===== src/rtl/host_uart_rx.sv =====
// host_uart_rx: 8N1..8N16 UART receiver that samples each bit at its midpoint and pushes bytes into a host RX FIFO.
// Latency: fifo_wr_en asserts 1 clk after the mid-sample of the last stop bit; rts lags fifo_afull by 1 clk.
// Backpressure: no stall path; a byte that completes while fifo_full=1 is dropped and flagged with overrun_err.
//
// Ports:
//    clk, reset_n      rising-edge clock, asynchronous active-low reset
//    baud_nco[31:0]    NCO increment, bit rate = clk*baud_nco/2^32 (keep below 2^31)
//    stop_bit[3:0]     number of stop bits minus 1
//    flow_control      1: rts follows fifo_afull, 0: rts held at 0
//    rxd               asynchronous serial input, idle high
//    rts               active-low ready-to-receive
//    fifo_wr_en/dout   one-cycle write strobe and byte into the RX FIFO
//    fifo_full/afull   RX FIFO status
//    frame_err         one-cycle pulse, a stop bit was sampled low
//    overrun_err       one-cycle pulse, a byte was dropped because the FIFO was full
//    brk_det           one-cycle pulse on line break (only with HOST_UART_RX_BREAK_EN, else 0)
//
// Optional feature macro: HOST_UART_RX_BREAK_EN
//    Defined:   an all-zero byte with a low stop bit is reported on brk_det instead of frame_err,
//               and the receiver waits for the line to return high before hunting for a new start bit.
//    Undefined: such a frame is an ordinary frame error and brk_det is tied to 0.

module host_uart_rx #(
   parameter int SYNC_STAGES = 2
) (
   input  logic        clk,
   input  logic        reset_n,
   input  logic [31:0] baud_nco,
   input  logic [3:0]  stop_bit,
   input  logic        flow_control,
   input  logic        rxd,
   output logic        rts,
   output logic        fifo_wr_en,
   output logic [7:0]  fifo_dout,
   input  logic        fifo_full,
   input  logic        fifo_afull,
   output logic        frame_err,
   output logic        overrun_err,
   output logic        brk_det
);

   typedef enum logic [2:0] {
      ST_IDLE  = 3'd0,
      ST_START = 3'd1,
      ST_DATA  = 3'd2,
      ST_STOP  = 3'd3,
      ST_BREAK = 3'd4
   } state_t;

   // ------------------------------------------------------------------
   // Registers
   // ------------------------------------------------------------------
   logic [SYNC_STAGES-1:0] r_sync;
   logic                   r_rxd_s_d1;
   logic [31:0]            r_nco;
   logic                   r_nco_msb_d1;
   state_t                 r_state;
   logic [7:0]             r_shift;
   logic [2:0]             r_data_idx;
   logic [3:0]             r_stop_idx;
   logic                   r_stop_err;
   logic                   r_fifo_wr_en;
   logic [7:0]             r_fifo_dout;
   logic                   r_frame_err;
   logic                   r_overrun_err;
   logic                   r_rts;
`ifdef HOST_UART_RX_BREAK_EN
   logic                   r_brk_det;
`endif

   // ------------------------------------------------------------------
   // Wires
   // ------------------------------------------------------------------
   logic   w_rxd_s;
   logic   w_start_edge;
   logic   w_trig;
   logic   w_last_stop;
   logic   w_stop_err_now;
   state_t w_state_nxt;
   logic   w_wr_nxt;
   logic   w_ferr_nxt;
   logic   w_ovr_nxt;
`ifdef HOST_UART_RX_BREAK_EN
   logic   w_brk_nxt;
`endif

   assign w_rxd_s      = r_sync[SYNC_STAGES-1];
   assign w_start_edge = ~w_rxd_s & r_rxd_s_d1;
   // Rising edge of the NCO MSB marks a bit midpoint once the NCO has been
   // zeroed at the start edge (half a bit after the edge, then every bit).
   assign w_trig       = r_nco[31] & ~r_nco_msb_d1;
   assign w_last_stop  = (r_stop_idx == stop_bit);
   // Error status including the stop bit being sampled this cycle, so the
   // last stop bit can be resolved on the same trig that samples it.
   assign w_stop_err_now = r_stop_err | ~w_rxd_s;

   // ------------------------------------------------------------------
   // FSM state register
   // ------------------------------------------------------------------
   always_ff @(posedge clk or negedge reset_n) begin
      if (!reset_n) begin
         r_state <= ST_IDLE;
      end else begin
         r_state <= w_state_nxt;
      end
   end

   // ------------------------------------------------------------------
   // FSM next state and next-cycle output pulses
   // ------------------------------------------------------------------
   always_comb begin
      w_state_nxt = r_state;
      w_wr_nxt    = 1'b0;
      w_ferr_nxt  = 1'b0;
      w_ovr_nxt   = 1'b0;
`ifdef HOST_UART_RX_BREAK_EN
      w_brk_nxt   = 1'b0;
`endif
      case (r_state)
         ST_IDLE: begin
            if (w_start_edge) begin
               w_state_nxt = ST_START;
            end
         end
         ST_START: begin
            if (w_trig) begin
               // Line back high at mid start bit: treat as a glitch.
               w_state_nxt = w_rxd_s ? ST_IDLE : ST_DATA;
            end
         end
         ST_DATA: begin
            if (w_trig && (r_data_idx == 3'd7)) begin
               w_state_nxt = ST_STOP;
            end
         end
         ST_STOP: begin
            if (w_trig && w_last_stop) begin
               // Leave half a bit early so a start bit right after the
               // last stop bit is not missed.
               w_state_nxt = ST_IDLE;
`ifdef HOST_UART_RX_BREAK_EN
               if (w_stop_err_now && (r_shift == 8'h00)) begin
                  w_brk_nxt   = 1'b1;
                  w_state_nxt = ST_BREAK;
               end else
`endif
               if (w_stop_err_now) begin
                  w_ferr_nxt = 1'b1;
               end else if (fifo_full) begin
                  w_ovr_nxt = 1'b1;
               end else begin
                  w_wr_nxt = 1'b1;
               end
            end
         end
         ST_BREAK: begin
            // Hold off start-bit hunting until the line is released.
            if (w_rxd_s) begin
               w_state_nxt = ST_IDLE;
            end
         end
         default: begin
            w_state_nxt = ST_IDLE;
         end
      endcase
   end

   // ------------------------------------------------------------------
   // Synchronizer, NCO, datapath and output registers
   // ------------------------------------------------------------------
   always_ff @(posedge clk or negedge reset_n) begin
      if (!reset_n) begin
         r_sync        <= '1;
         r_rxd_s_d1    <= 1'b1;
         r_nco         <= 32'd0;
         r_nco_msb_d1  <= 1'b0;
         r_shift       <= 8'd0;
         r_data_idx    <= 3'd0;
         r_stop_idx    <= 4'd0;
         r_stop_err    <= 1'b0;
         r_fifo_wr_en  <= 1'b0;
         r_fifo_dout   <= 8'd0;
         r_frame_err   <= 1'b0;
         r_overrun_err <= 1'b0;
         r_rts         <= 1'b1;
`ifdef HOST_UART_RX_BREAK_EN
         r_brk_det     <= 1'b0;
`endif
      end else begin
         r_sync     <= {r_sync[SYNC_STAGES-2:0], rxd};
         r_rxd_s_d1 <= w_rxd_s;

         // Re-phase on the start edge: the MSB then rises half a bit later.
         if ((r_state == ST_IDLE) && w_start_edge) begin
            r_nco        <= 32'd0;
            r_nco_msb_d1 <= 1'b0;
         end else begin
            r_nco        <= r_nco + baud_nco;
            r_nco_msb_d1 <= r_nco[31];
         end

         case (r_state)
            ST_START: begin
               if (w_trig && !w_rxd_s) begin
                  r_data_idx <= 3'd0;
               end
            end
            ST_DATA: begin
               if (w_trig) begin
                  r_shift[r_data_idx] <= w_rxd_s;
                  r_data_idx          <= r_data_idx + 3'd1;
                  if (r_data_idx == 3'd7) begin
                     r_stop_idx <= 4'd0;
                     r_stop_err <= 1'b0;
                  end
               end
            end
            ST_STOP: begin
               if (w_trig) begin
                  if (!w_rxd_s) begin
                     r_stop_err <= 1'b1;
                  end
                  if (!w_last_stop) begin
                     r_stop_idx <= r_stop_idx + 4'd1;
                  end
               end
            end
            default: begin
            end
         endcase

         r_fifo_wr_en  <= w_wr_nxt;
         r_frame_err   <= w_ferr_nxt;
         r_overrun_err <= w_ovr_nxt;
`ifdef HOST_UART_RX_BREAK_EN
         r_brk_det     <= w_brk_nxt;
`endif
         // Byte stays on fifo_dout until the next accepted frame.
         if (w_wr_nxt) begin
            r_fifo_dout <= r_shift;
         end

         r_rts <= flow_control & fifo_afull;
      end
   end

   assign rts         = r_rts;
   assign fifo_wr_en  = r_fifo_wr_en;
   assign fifo_dout   = r_fifo_dout;
   assign frame_err   = r_frame_err;
   assign overrun_err = r_overrun_err;
`ifdef HOST_UART_RX_BREAK_EN
   assign brk_det     = r_brk_det;
`else
   assign brk_det     = 1'b0;
`endif

endmodule


===== config.mk =====
export PLATFORM = sky130hd
export DESIGN_NAME = host_uart_rx
export DESIGN_NICKNAME = d
export VERILOG_FILES = /design/src/rtl/host_uart_rx.sv
export SDC_FILE = /design/constraint.sdc
export NUM_CORES = 1
export LEC_CHECK = 0
export CORE_ASPECT_RATIO = 1.5
export CORE_MARGIN = 2
export CORE_UTILIZATION = 51
export CTS_CLUSTER_DIAMETER = 200
export DETAILED_ROUTE_END_ITERATION = 10
export GPL_TIMING_DRIVEN = 0
export PLACE_DENSITY = 0.76
export SLEW_MARGIN = 20
export SYNTH_ARGS = -nofsm -noshare
export SYNTH_HDL_FRONTEND = slang
export SYNTH_SLANG_ARGS = --single-unit

===== constraint.sdc =====
create_clock -name clk -period 2.19 [get_ports clk]
set_input_delay 0.438 -clock clk [delete_from_list [all_inputs] [get_ports clk]]
set_output_delay 0.438 -clock clk [all_outputs]
set_load 0.05 [all_outputs]

==> impl_metrics.toml <==
[sta]
setup_ws_ns = -0.235
hold_slack_ns = 0.356
finalCritPeriodShare = 1.11
maxSlewHeadroom = 0.470
fmax_ghz = 0.412
fin_skew_ns = 0.00859
tightest_slew_ns = 0.792
post-route-min-period_ns = 2.42
rsz0062_at_grt = "true"
finalHoldViolCount = 0
drv_slew = 0
setup-violations-final = 17

[synthesis]
yosys_warnings = 0
netlist_area_sq_um = 4340
yosysSeqAreaShare = 0.382
avgSynthCellArea_sq_um = 9.20
synthesis.nets = 548
ys_seq_elements = 66
syn_inst = 471
synthXorXnorAreaFrac = 0.0384
yosys.area_share.simple = 0.204
synth_compound_area_frac = 0.193
synth_top_family_by_area = "simple AND/OR/NAND/NOR gates"
synth_cell_types = 62
synth_mux_area_frac = 0.0528
synth-adder-area-share = 0.103
synth_ff_type = "dfrtp_1"
synth_edf_count = 0
async_reset_ff_frac = 1.00

[floorplanning]
dieArea_sq_um = 9270
core_sq_um = 8360
rows = 41
fp.dieH_um = 117
initial_core_util = 0.518
io_pins = 55
dieWidth_um = 79.3

[global_route]
grt_pass1_vias = 4238
groute.usage.overall = 0.277
grt_max_degree = 53
grt_overflow = 0
grt_pass1_wl_um = 20000
antenna_found_initial = 0

[critical_path]
cp_max_fo = 5
arrival_ns = 2.61
critical_path_class = "primary input to flip-flop"
cp-start-kind = "primary input"
crit_path_end_kind = "flip-flop"
regToRegStartpoint = "r_nco[11]"
reg2reg_depth = 10
cp_data_required_time_ns = 2.38
rr_endpoint = "r_nco[16]"
r2r_setup_slack_ns = -0.17

[layout]
fillers = 538
postLayoutCoreUtil = 0.785
instances_no_fill = 704
final_nets = 669
n_antenna_cell = 0
layout_common_cells = "dfrtp_1, buf_4, nand2_1"
seq_area_sq_um = 1660
final_common_cell = "dfrtp_1"
layout-drive-gt1-share = 0.323
syn2layout_area_growth_pct = 51.3
multi_input_comb_area_sq_um = 3300

[placement]
portBuffers = 53
hpwl_um = 8120
finalWeightedCongestion = 0.899
dp_cells = 632
place_ws_ns = -0.953

[drt]
ant_nets = 0
routed_wl_um = 13400
vias = 4324
drt_pass1_iterations = 5
dr.first_iter.drc_count = 255
avgViaCountPerCell = 6.14
drcViolationCount = 0
wl_per_cell_um = 19.0

[worst_hold_path]
min_to = "r_sync[1]"
worstHoldStart = "r_sync[0]"
hp-class = "flip-flop to flip-flop"
hold_depth = 0

[outcome]
outcome = "finished, violations left"
violations = "negative setup slack"

[clocking]
clock-sinks = 66
cts_tree = "done"
cts_buffer_depth = 2
htree_levels = 3
cts-root-buf = "clkbuf_16"
numCtsBuffers = 9
clk_latency_ns = 0.34
clk_pin_slew_worst_paths_ns = 0.06

[power]
power_leakage_nw = 2.79
cellPowerDensity_nw_per_um2 = 1510
peakVddDrop_uv = 754
total_power_mw = 9.93

[run]
max-cap-violations = 0
-- cell families after synthesis --
group / count (synthesis)
AOI/OAI and AO/OA: 131
xor gates and xnor gates: 19
adders and majority gates: 35
buffers and inverters: 29
DFF: 66
muxes: 21
other: 1
and+or+nand+nor: 169
-- synth_stat cells (all sizes together) (2+ instances only) --
| master | count | share of area |
|---|---|---|
| a22o | 2 | 0.0040 |
| nor2b | 2 | 0.0029 |
| nor3 | 20 | 0.023 |
| a41o | 2 | 0.0046 |
| and4 | 3 | 0.0061 |
| a211o | 4 | 0.0084 |
| nand2 | 44 | 0.040 |
| inv | 9 | 0.0078 |
| o21bai | 3 | 0.0052 |
| clkbuf | 16 | 0.014 |
| ha | 34 | 0.098 |
| o41ai | 2 | 0.0040 |
| o211ai | 5 | 0.0087 |
| mux2 | 15 | 0.039 |
| nor4b | 3 | 0.011 |
| buf | 4 | 0.0049 |
| nand4 | 8 | 0.012 |
| nand3 | 16 | 0.018 |
| nor3b | 3 | 0.0052 |
| a21o | 7 | 0.012 |
| o31ai | 2 | 0.0035 |
| a2111oi | 3 | 0.0061 |
| and2 | 7 | 0.010 |
| nand2b | 5 | 0.0072 |
| nor4 | 5 | 0.0087 |
| a21oi | 44 | 0.052 |
| nor2 | 36 | 0.031 |
| or3 | 3 | 0.0043 |
| a31oi | 3 | 0.0043 |
| dfrtp | 62 | 0.36 |
| mux2i | 6 | 0.014 |
| dfstp | 4 | 0.024 |
| xor2 | 9 | 0.018 |
| a211oi | 6 | 0.010 |
| o21a | 9 | 0.016 |
| o32ai | 2 | 0.0040 |
| o21ai | 26 | 0.030 |
| xnor2 | 10 | 0.020 |
| a21boi | 3 | 0.0052 |
| and3 | 5 | 0.0084 |
| o22ai | 2 | 0.0029 |
| nand3b | 6 | 0.010 |
-- state kept, by name, summed over array words and instances (netlist names) --
signal	count
fifo_dout	8
overrun_err	1
r_data_idx	3
r_shift	8
r_stop_err	1
r_state	2
rts	1
r_stop_idx	4
r_sync	2
fifo_wr_en	1
frame_err	1
r_nco_msb_d1	1
r_rxd_s_d1	1
r_nco	32
-- what timing repair did --
item                       4_1_cts  5_1_grt
gates resized for setup        121       39
setup endpoints to repair       38       30
hold endpoints to repair        14        0
hold buffers                     1        0
pin swaps                       46       40
gates cloned                     0        1
buffers inserted                30       31
-- area by class of cell --
cell class	count	share of cell area
plain buffers	13	0.0135
inverters	9	0.00515
well taps	107	0.0204
multi-input cells	376	0.503
clock inverters	7	0.00820
repair buffers	117	0.163
flip-flops and latches	66	0.253
clock buffers	9	0.0343
-- where the power goes --
| group | switching [mW] | internal (mW) |
|---|---|---|
| registers | 0.365 | 1.74 |
| clock network | 0.590 | 0.773 |
| logic | 3.44 | 3.02 |
-- worst max-delay path by stage --
stage	cells after the start	start	slack [ns]	to
global route	9	baud_nco[7]	-0.27	r_nco[16]
global placement	1	reset_n	-1.55	r_stop_idx[3]
CTS	9	r_nco[0]	-0.13	r_nco[22]
finish	9	baud_nco[7]	-0.23	r_nco[16]
floorplan	7	baud_nco[4]	-0.005	r_nco[21]
detailed placement	8	baud_nco[4]	-0.95	r_nco[21]
-- per-stage QoR --
step / instance area (sq um) / setup TNS (ns)
after detailed placement: 5100 / -20.86
after global routing: 6560 / -2.98
after global placement: 5080 / -118.31
after CTS: 6130 / -0.818
final: 6560 / -1.13
after floorplan: 4420 / -0.00492
-- per-layer routing --
metal / GRT usage / up-vias / routed length (um)
li1: - / 1973 / -
met1: 0.298 / 2122 / 5000
met2: 0.521 / 166 / 7090
met3: 0.0468 / 63 / 605
met4: 0.136 / 0 / 704
met5: 0 / - / 0
-- worst max-delay path, cell delays in order --
cell             delay (ns)
clkdlybuf4s50_1        0.53
ha_4                   0.25
a21oi_4                0.21
o32ai_4                0.12
a211o_1                0.33
buf_4                  0.18
o21a_1                 0.23
nor3_1                 0.23
nor3_1                 0.09
Note: power is estimated with default switching activity, not from simulation.
